--- src/rtl/lsu_pkg.sv ---
// Shared constants for the load/store unit: funct3 size codes, FSM encoding, default memory size.
package lsu_pkg;

  localparam int LSU_MEM_BYTES = 64;

  localparam logic [2:0] F3_B  = 3'b000;
  localparam logic [2:0] F3_H  = 3'b001;
  localparam logic [2:0] F3_W  = 3'b010;
  localparam logic [2:0] F3_D  = 3'b011;
  localparam logic [2:0] F3_BU = 3'b100;
  localparam logic [2:0] F3_HU = 3'b101;
  localparam logic [2:0] F3_WU = 3'b110;

  localparam logic [2:0] S_IDLE    = 3'd0;
  localparam logic [2:0] S_LOAD_RD = 3'd1;
  localparam logic [2:0] S_ST_RD   = 3'd2;
  localparam logic [2:0] S_ST_WR   = 3'd3;
  localparam logic [2:0] S_DONE    = 3'd4;

endpackage

--- src/rtl/lsu_data_align.sv ---
// Combinational load extraction and store merge. The requested bytes always sit in the low bytes
// of the memory word, so no shifting is needed.
module lsu_data_align
  import lsu_pkg::*;
#(
  parameter int XLEN = 64
) (
  input  logic [2:0]      funct3,
  input  logic [XLEN-1:0] rdata,
  input  logic [XLEN-1:0] wdata,
  output logic [XLEN-1:0] load_ext,
  output logic [XLEN-1:0] store_merged
);

  always_comb begin
    load_ext = '0;
    case (funct3)
      F3_B:    load_ext = {{(XLEN-8){rdata[7]}}, rdata[7:0]};
      F3_H:    load_ext = {{(XLEN-16){rdata[15]}}, rdata[15:0]};
      F3_W:    load_ext = {{(XLEN-32){rdata[31]}}, rdata[31:0]};
      F3_D:    load_ext = rdata;
      F3_BU:   load_ext = {{(XLEN-8){1'b0}}, rdata[7:0]};
      F3_HU:   load_ext = {{(XLEN-16){1'b0}}, rdata[15:0]};
      F3_WU:   load_ext = {{(XLEN-32){1'b0}}, rdata[31:0]};
      default: load_ext = '0;
    endcase
  end

  // Upper bytes keep the old memory contents; only the stored width is replaced.
  always_comb begin
    store_merged = rdata;
    case (funct3[1:0])
      2'b00:   store_merged[7:0]  = wdata[7:0];
      2'b01:   store_merged[15:0] = wdata[15:0];
      2'b10:   store_merged[31:0] = wdata[31:0];
      default: store_merged       = wdata;
    endcase
  end

endmodule

--- src/rtl/load_store_unit.sv ---
// Data-memory initiator: one request at a time, read-modify-write for sub-doubleword stores,
// extended load data returned over a valid/ready response.
module load_store_unit
  import lsu_pkg::*;
#(
  parameter int MEM_BYTES = LSU_MEM_BYTES,
  parameter int XLEN      = 64
) (
  input  logic            clk,
  input  logic            reset,
  input  logic            req_valid,
  output logic            req_ready,
  input  logic            req_store,
  input  logic [2:0]      req_funct3,
  input  logic [XLEN-1:0] req_addr,
  input  logic [XLEN-1:0] req_wdata,
  output logic            resp_valid,
  input  logic            resp_ready,
  output logic [XLEN-1:0] resp_data,
  output logic            resp_err,
  output logic [XLEN-1:0] mem_addr,
  output logic [XLEN-1:0] mem_wdata,
  output logic            mem_read,
  output logic            mem_write,
  input  logic [XLEN-1:0] mem_rdata
);

  logic [2:0]      state;
  logic [XLEN-1:0] addr_q;
  logic [2:0]      funct3_q;
  logic [XLEN-1:0] wdata_q;
  logic [XLEN-1:0] resp_data_q;
  logic            resp_err_q;
  logic [XLEN-1:0] load_ext;
  logic [XLEN-1:0] store_merged;
  logic            illegal;

  lsu_data_align #(.XLEN(XLEN)) u_align (
    .funct3       (funct3_q),
    .rdata        (mem_rdata),
    .wdata        (wdata_q),
    .load_ext     (load_ext),
    .store_merged (store_merged)
  );

  assign illegal = (!req_store && req_funct3 == 3'b111)
                 || (req_store && req_funct3[2])
                 || (req_addr > XLEN'(MEM_BYTES - 8));

  always_ff @(posedge clk) begin
    if (reset) begin
      state       <= S_IDLE;
      addr_q      <= '0;
      funct3_q    <= '0;
      wdata_q     <= '0;
      resp_data_q <= '0;
      resp_err_q  <= 1'b0;
    end else begin
      case (state)
        S_IDLE: if (req_valid) begin
          addr_q      <= req_addr;
          funct3_q    <= req_funct3;
          wdata_q     <= req_wdata;
          resp_data_q <= '0;
          resp_err_q  <= illegal;
          if (illegal)                 state <= S_DONE;
          else if (!req_store)         state <= S_LOAD_RD;
          else if (req_funct3 == F3_D) state <= S_ST_WR;
          else                         state <= S_ST_RD;
        end
        S_LOAD_RD: begin
          resp_data_q <= load_ext;
          state       <= S_DONE;
        end
        // wdata_q is reused to hold the merged word for the following write cycle.
        S_ST_RD: begin
          wdata_q <= store_merged;
          state   <= S_ST_WR;
        end
        S_ST_WR: state <= S_DONE;
        S_DONE:  if (resp_ready) state <= S_IDLE;
        default: state <= S_IDLE;
      endcase
    end
  end

  assign req_ready  = (state == S_IDLE);
  assign resp_valid = (state == S_DONE);
  assign resp_data  = resp_data_q;
  assign resp_err   = resp_err_q;
  assign mem_addr   = addr_q;
  assign mem_wdata  = wdata_q;
  assign mem_read   = (state == S_LOAD_RD) || (state == S_ST_RD);
  assign mem_write  = (state == S_ST_WR) && !reset;

endmodule

--- config.mk ---
export PLATFORM = sky130hd
export DESIGN_NAME = load_store_unit
export DESIGN_NICKNAME = d
export VERILOG_FILES = /design/src/rtl/lsu_pkg.sv /design/src/rtl/lsu_data_align.sv /design/src/rtl/load_store_unit.sv
export SDC_FILE = /design/constraint.sdc
export NUM_CORES = 1
export LEC_CHECK = 0
export ABC_AREA = 1
export BUFFER_PORTS_ARGS = -buffer_cell sky130_fd_sc_hd__buf_2
export CAP_MARGIN = 20
export CELL_PAD_IN_SITES_DETAIL_PLACEMENT = 1
export CELL_PAD_IN_SITES_GLOBAL_PLACEMENT = 1
export CORE_MARGIN = 8
export CORE_UTILIZATION = 34
export DETAILED_ROUTE_END_ITERATION = 16
export PLACE_DENSITY = 0.95
export SYNTH_ARGS = -nofsm -noshare
export SYNTH_HDL_FRONTEND = slang
export SYNTH_SLANG_ARGS = --single-unit
--- constraint.sdc ---
create_clock -name clk -period 2.95 [get_ports clk]
set_input_delay 0.295 -clock clk [delete_from_list [all_inputs] [get_ports clk]]
set_output_delay 0.295 -clock clk [all_outputs]
set_load 0.005 [all_outputs]
* Yosys cells after proc, flatten, opt, wreduce, memory -nomap -nowiden
Cells that the tools add are included.
** Word-level totals
- Register bits after elaboration :: 199
- Output and inout port bits :: 197
- Bits of input ports :: 200
- Logic and storage cells :: 67
** Operators by class
- Multiplexer cells :: 14
- Bitwise gates (word level) :: 1
- Equality and inequality tests :: 19
- Reduce and logical (&&, ||, !) cells :: 23
- Order comparisons :: 1
** Operators with widths (count)
- $pmux W64 S7 :: 1
- $pmux W64 S2 :: 2
- $mux W64 :: 2
- $gt A64 B6 Y1 const B :: 1
- $mux W32 :: 1
- $mux W16 :: 1
- $eq A3 B2 Y1 const B :: 5
- $eq A3 B3 Y1 const B :: 5
- $pmux W3 S4 :: 1
- $reduce_and A3 Y1 :: 4
- $mux W3 :: 3
- $mux W8 :: 1
- $eq A3 B1 Y1 const B :: 2
- $logic_not A3 Y1 :: 2
- $ne A2 B2 Y1 const B :: 3
- $reduce_and A2 Y1 :: 3
- $ne A2 B1 Y1 const B :: 2
- $reduce_bool A2 Y1 :: 2
- $reduce_or A2 Y1 :: 2
- $logic_and A1 B1 Y1 :: 3
- $logic_or A1 B1 Y1 :: 3
- $reduce_or A3 Y1 :: 1
- $eq A2 B1 Y1 const B :: 1
- $eq A2 B2 Y1 const B :: 1
- 5 further kinds :: 6

* Longest topological paths before layout
- Depth after elaboration :: 7
- Depth in mapped cells :: 10
- Mapped depth without buffers :: 10

* Cells and area by module
A second synthesis with hierarchy kept.
** Second synthesis, totals
- Cells, all modules :: 1454
- Area total of the unflattened synthesis :: 9631.7 um^2
** Modules (own cells, without submodules)
- load_store_unit :: seq. area each 3983.8 um^2, times used 1, cells an instance 1102, area each 8154.1 um^2
- lsu_data_align :: seq. area each 0.0 um^2, times used 1, cells an instance 352, area each 1477.7 um^2

* Worst setup path after synthesis
Ideal clock, no wire load.
- Kind :: register to register
- Start point :: reg state[1]
- End point :: reg wdata_q[48], in the netlist mem_wdata[48]
- Data required time :: 2.825 ns
- Path buffers :: 1
- Arrival time :: 1.261 ns
- Clock period less this slack :: 1.387 ns
- Setup time :: 0.125 ns
- Setup slack :: 1.563 ns
- Stages on the path, launching flop included :: 9
- Cell sequence :: dfxtp_1 nor2_1 nand2_1 inv_1 o21ai_2 clkinv_2 buf_4 o21ai_0 a31oi_1
** Between the ends
- Cells in the longest elaborated chain, start to end :: 3
- Elaborated cells on any way between the ends :: 7
- Those cells by class :: eq/ne (3); mux (1); reduce/logical (3)
** RTL lines
- from (decl) :: line load_store_unit.sv:28 : logic [2:0] state;
- from (signal assigned) :: line load_store_unit.sv:52 : state <= S_IDLE;
- from (signal assigned) :: line load_store_unit.sv:66 : if (illegal) state <= S_DONE;
- from (signal assigned) :: line load_store_unit.sv:67 : else if (!req_store) state <= S_LOAD_RD;
- $logic_not A3 Y1 (*)
- via req_ready :: line load_store_unit.sv:12 : output logic req_ready,
- $ne A2 B2 Y1 (no line) or $reduce_bool A2 Y1 (tied branches)
- $reduce_and A3 Y1 (no line)
- to (signal assigned) :: line load_store_unit.sv:63 : wdata_q <= req_wdata;
- to (signal assigned) :: line load_store_unit.sv:77 : wdata_q <= store_merged;
- to (decl) :: line load_store_unit.sv:31 : logic [XLEN-1:0] wdata_q;
The timed path passes the listed nets; every way through them passes the cells marked *. The select of a mux whose other input is x is not followed.
A chain may end at the register's enable or synchronous reset.

* Final worst setup path
- Start point :: reg state[1]
- End point :: reg wdata_q[40], in the netlist mem_wdata[40]
** Between the ends
- Cells in the longest elaborated chain, start to end :: 3
- Elaborated cells on any way between the ends :: 7
- Those cells by class :: eq/ne (3); mux (1); reduce/logical (3)
** RTL lines
- $eq A3 B2 Y1 or $logic_not A3 Y1 (tied branches) :: line load_store_unit.sv:59 : case (state)
- $ne A2 B2 Y1 (no line) or $reduce_bool A2 Y1 (tied branches)
- $reduce_and A3 Y1 (no line)
Several ways; a longest one is shown, not always the timed one. The select of a mux whose other input is x is not followed.

==> impl_results.md <==
- CP bufs+invs: 3
- CP arrival: 2.53 ns
- Gate power share: 0.153
- Hold crit path type: input port to flip-flop
- Crit start category: flip-flop
- Worst EP required: 3.29 ns
- Max-slew violations: 0
- Worst-case vdd ir drop: 0.387 mV
- H-Tree Depth: 4
- Area delta synth->final: 33.8%
- F_max: 457 MHz
- Synth area leaders: dfxtp_1 (48%), nand2_1 (13%), o21ai_0 (8.4%)
- Final instance area: 11,000 µm²
- Clk sinks: 199
- Routed WL: 35.3 mm
- Routed WL per cell: 19.1 µm
- Cell Rows: 57
- Clk Latency, worst-skew pair: 0.43 ns
- GR Util All Layers: 0.230
- CTS Root Cell: clkbuf_16
- Fill cell count: 3,165
- Die area: 29,400 µm²
- Max-cap violation count: 0
- Setup TNS: 0 ns
- CTS resizes: 0
- Setup bufs post-CTS: 0
- FF+latch count, synth: 199
- Via Count: 9,504
- Pwr Total: 6.18 mW
- Core ar.: 24,000 µm²
- Clock network power share: 0.373
- Sequential share of power: 0.474
- CTS Buf Count: 17
- Routability cong.: 0.897
- Io pins: 397
- Final Hold Viols: 0
- Hold wc startpoint: req_addr[8]
- Layout cells sized above 1: 0.307
- Setup CP Type: flip-flop to flip-flop
- Syn_area_per_cell: 7.11 µm²
- Crit path cell chain: nand2_1 > nor2_4 > nor2_1 > inv_2 > o21ai_2 > clkinv_2 > buf_4 > o21ai_0 > a31oi_1
- First-pass GRT wire length: 53.8 mm
- Initial antenna violation count: 7
- Critical Path Sink Type: flip-flop
- Switch share: 0.300
- Syn Inst Count: 1,157
- Leading area contributor after synthesis: dfxtp_1
- Final setup fails: 0
- Initial Util: 0.342
- Outcome: complete, no violations
- Maximum root-to-sink buffer count: 2
- R2R Setup Slk: 0.76 ns
- Vias in the first global route: 9,872
- Slowest CP cell: dfxtp_1
- Number of nets in the layout: 1,705
- CTS clk-pin slew, worst paths: 0.08 ns
- Leakage Power: 5.32 nW
- Post-Syn Nets: 1,357
- ANT nets after route: 0
- Worst R2R Path Depth: 9
- Synth top cells by count: nand2_1 (291), dfxtp_1 (199), nor2_1 (181)
- Drt pass-1 iters: 5
- Actual slew at the worst max-slew pin: 0.854 ns
- Top-count cell post-synth: nand2_1
- Vias per cell: 5.14
- IO buf count: 396
- Post-route DRC: 0
- Sw Pwr: 1.85 mW
- Slew HR: 0.431
- Hold Path Cell Cnt: 3
- Post-Synthesis Cell Area: 8230 µm²
- Most used flip-flop cell after synthesis: dfxtp_1
- R2R Path Start: state[1]
- Pwr Density: 562 nW/µm²
- Final global-route overflow total: 0
- Place WS: 0.723 ns
- Synth cell types: 27
- Placed Area: 10,400 µm²
- Worst setup slack after layout: 0.762 ns
- Max incr delay on CP: 0.47 ns
- Final min period: 2.19 ns
- Clk_skew: 0.0167 ns
- Die outline width: 172 µm
- Initial drt markers: 542
- Seq/Total Area, Yosys: 0.484
- Final period util: 0.742
- Die height: 172 µm
- Internal Pwr Total: 4.33 mW
- Pin count of the biggest net entering global routing: 77
- Post-synth EDFFs: 0
- Hold Path Sink: mem_addr[8]
- CTS tree: done
- Worst reg2reg path endpoint: mem_wdata[40]
- RSZ-0062 raised after global routing: false
- Post-synth ARST share: 0
- DP Wirelength: 26.6 mm
- Share of the synthesized area in the top cell type: 0.484
- Hold WS: 0.115 ns
- Crit-path leading delay family: simple AND/OR/NAND/NOR gates
- Synth warnings: 0
- CTS Hold Buffers Added: 0
- Crit Path Max Fanout: 64
-- final cells by class --
type	instances	area [µm²]	share of cell area
diodes	7	17.5	0.00159
clock buffers	17	425	0.0386
clock inverters	14	135	0.0123
inverters	45	171	0.0156
multi-input cells	827	3710	0.337
flip-flops and latches	199	3980	0.362
well taps	324	405	0.0368
repair buffers	415	2160	0.196
-- power groups by stage --
stage	combinational [mW]	clock, mW	sequential [mW]
after floorplan	0.442	0	3.00
after global placement	0.910	0	2.98
after detailed placement	0.950	0	2.99
after CTS	0.954	2.36	2.93
after global routing	1.05	2.47	2.95
final	0.945	2.31	2.93
-- metal layers --
| metal | global-route usage | part of all wire | vias to the layer above | routed length, µm |
|---|---|---|---|---|
| li1 | - | - | 4498 | - |
| met1 | 0.266 | 0.40 | 4554 | 14000 |
| met2 | 0.396 | 0.49 | 362 | 17400 |
| met3 | 0.0507 | 0.067 | 90 | 2350 |
| met4 | 0.117 | 0.041 | 0 | 1430 |
| met5 | 0 | 0 | - | 0 |
-- cells in the final DEF (no fill, tap or decap), types with 2 or more instances in the layout --
| cell type | n |
|---|---|
| nor2_4 | 4 |
| inv_2 | 7 |
| inv_6 | 6 |
| o21ai_1 | 14 |
| clkbuf_16 | 17 |
| nor2_1 | 180 |
| buf_12 | 3 |
| clkinv_4 | 2 |
| nor3_1 | 2 |
| a31oi_1 | 56 |
| a21oi_1 | 81 |
| diode_2 | 7 |
| buf_2 | 396 |
| nand2_1 | 291 |
| o21ai_2 | 2 |
| o21ai_0 | 138 |
| inv_8 | 2 |
| dfxtp_1 | 199 |
| buf_4 | 16 |
| nand4_1 | 3 |
| nand3_1 | 42 |
| clkinv_2 | 4 |
| clkinv_8 | 2 |
| o211ai_1 | 8 |
| inv_1 | 36 |
-- tightest hold or removal path, stage by stage --
cell and delay [ns]:
buf_2 0.09, nor2_1 0.04, nor2_1 0.08
-- state kept, by name (all words and copies together), names as in the netlist --
name / count
funct3_q: 3
resp_err: 1
mem_wdata: 64
mem_addr: 64
state: 3
resp_data: 64
-- kinds of logic (layout without fill, tap and decap cells) --
family                 after synthesis  count (layout)  share of synthesized area
AND/OR/NAND/NOR                    525             525                      0.250
AO/OA/AOI/OAI                      302             302                      0.198
flip-flops                         199             199                      0.484
buffers and inverters              131             491                     0.0671
other                                0               7                          0
-- metrics by stage --
stage,util,cells
global route,0.458,1848
floorplan,-,1157
global placement,0.434,1810
finish,0.458,1848
detailed placement,0.434,1810
CTS,0.457,1841
-- worst max-delay path by stage --
stage | from | endpoint | slack (ns) | depth (start not counted)
after floorplan | state[1] | mem_wdata[48] | 1.56 | 8
after global placement | state[1] | mem_wdata[62] | 0.91 | 9
after detailed placement | state[1] | mem_wdata[40] | 0.72 | 9
after CTS | state[1] | mem_read | 0.73 | 5
after global routing | state[1] | mem_wdata[43] | 0.52 | 9
final | state[1] | mem_wdata[40] | 0.76 | 9
No activity file was read; power rests on OpenSTA's default activity.
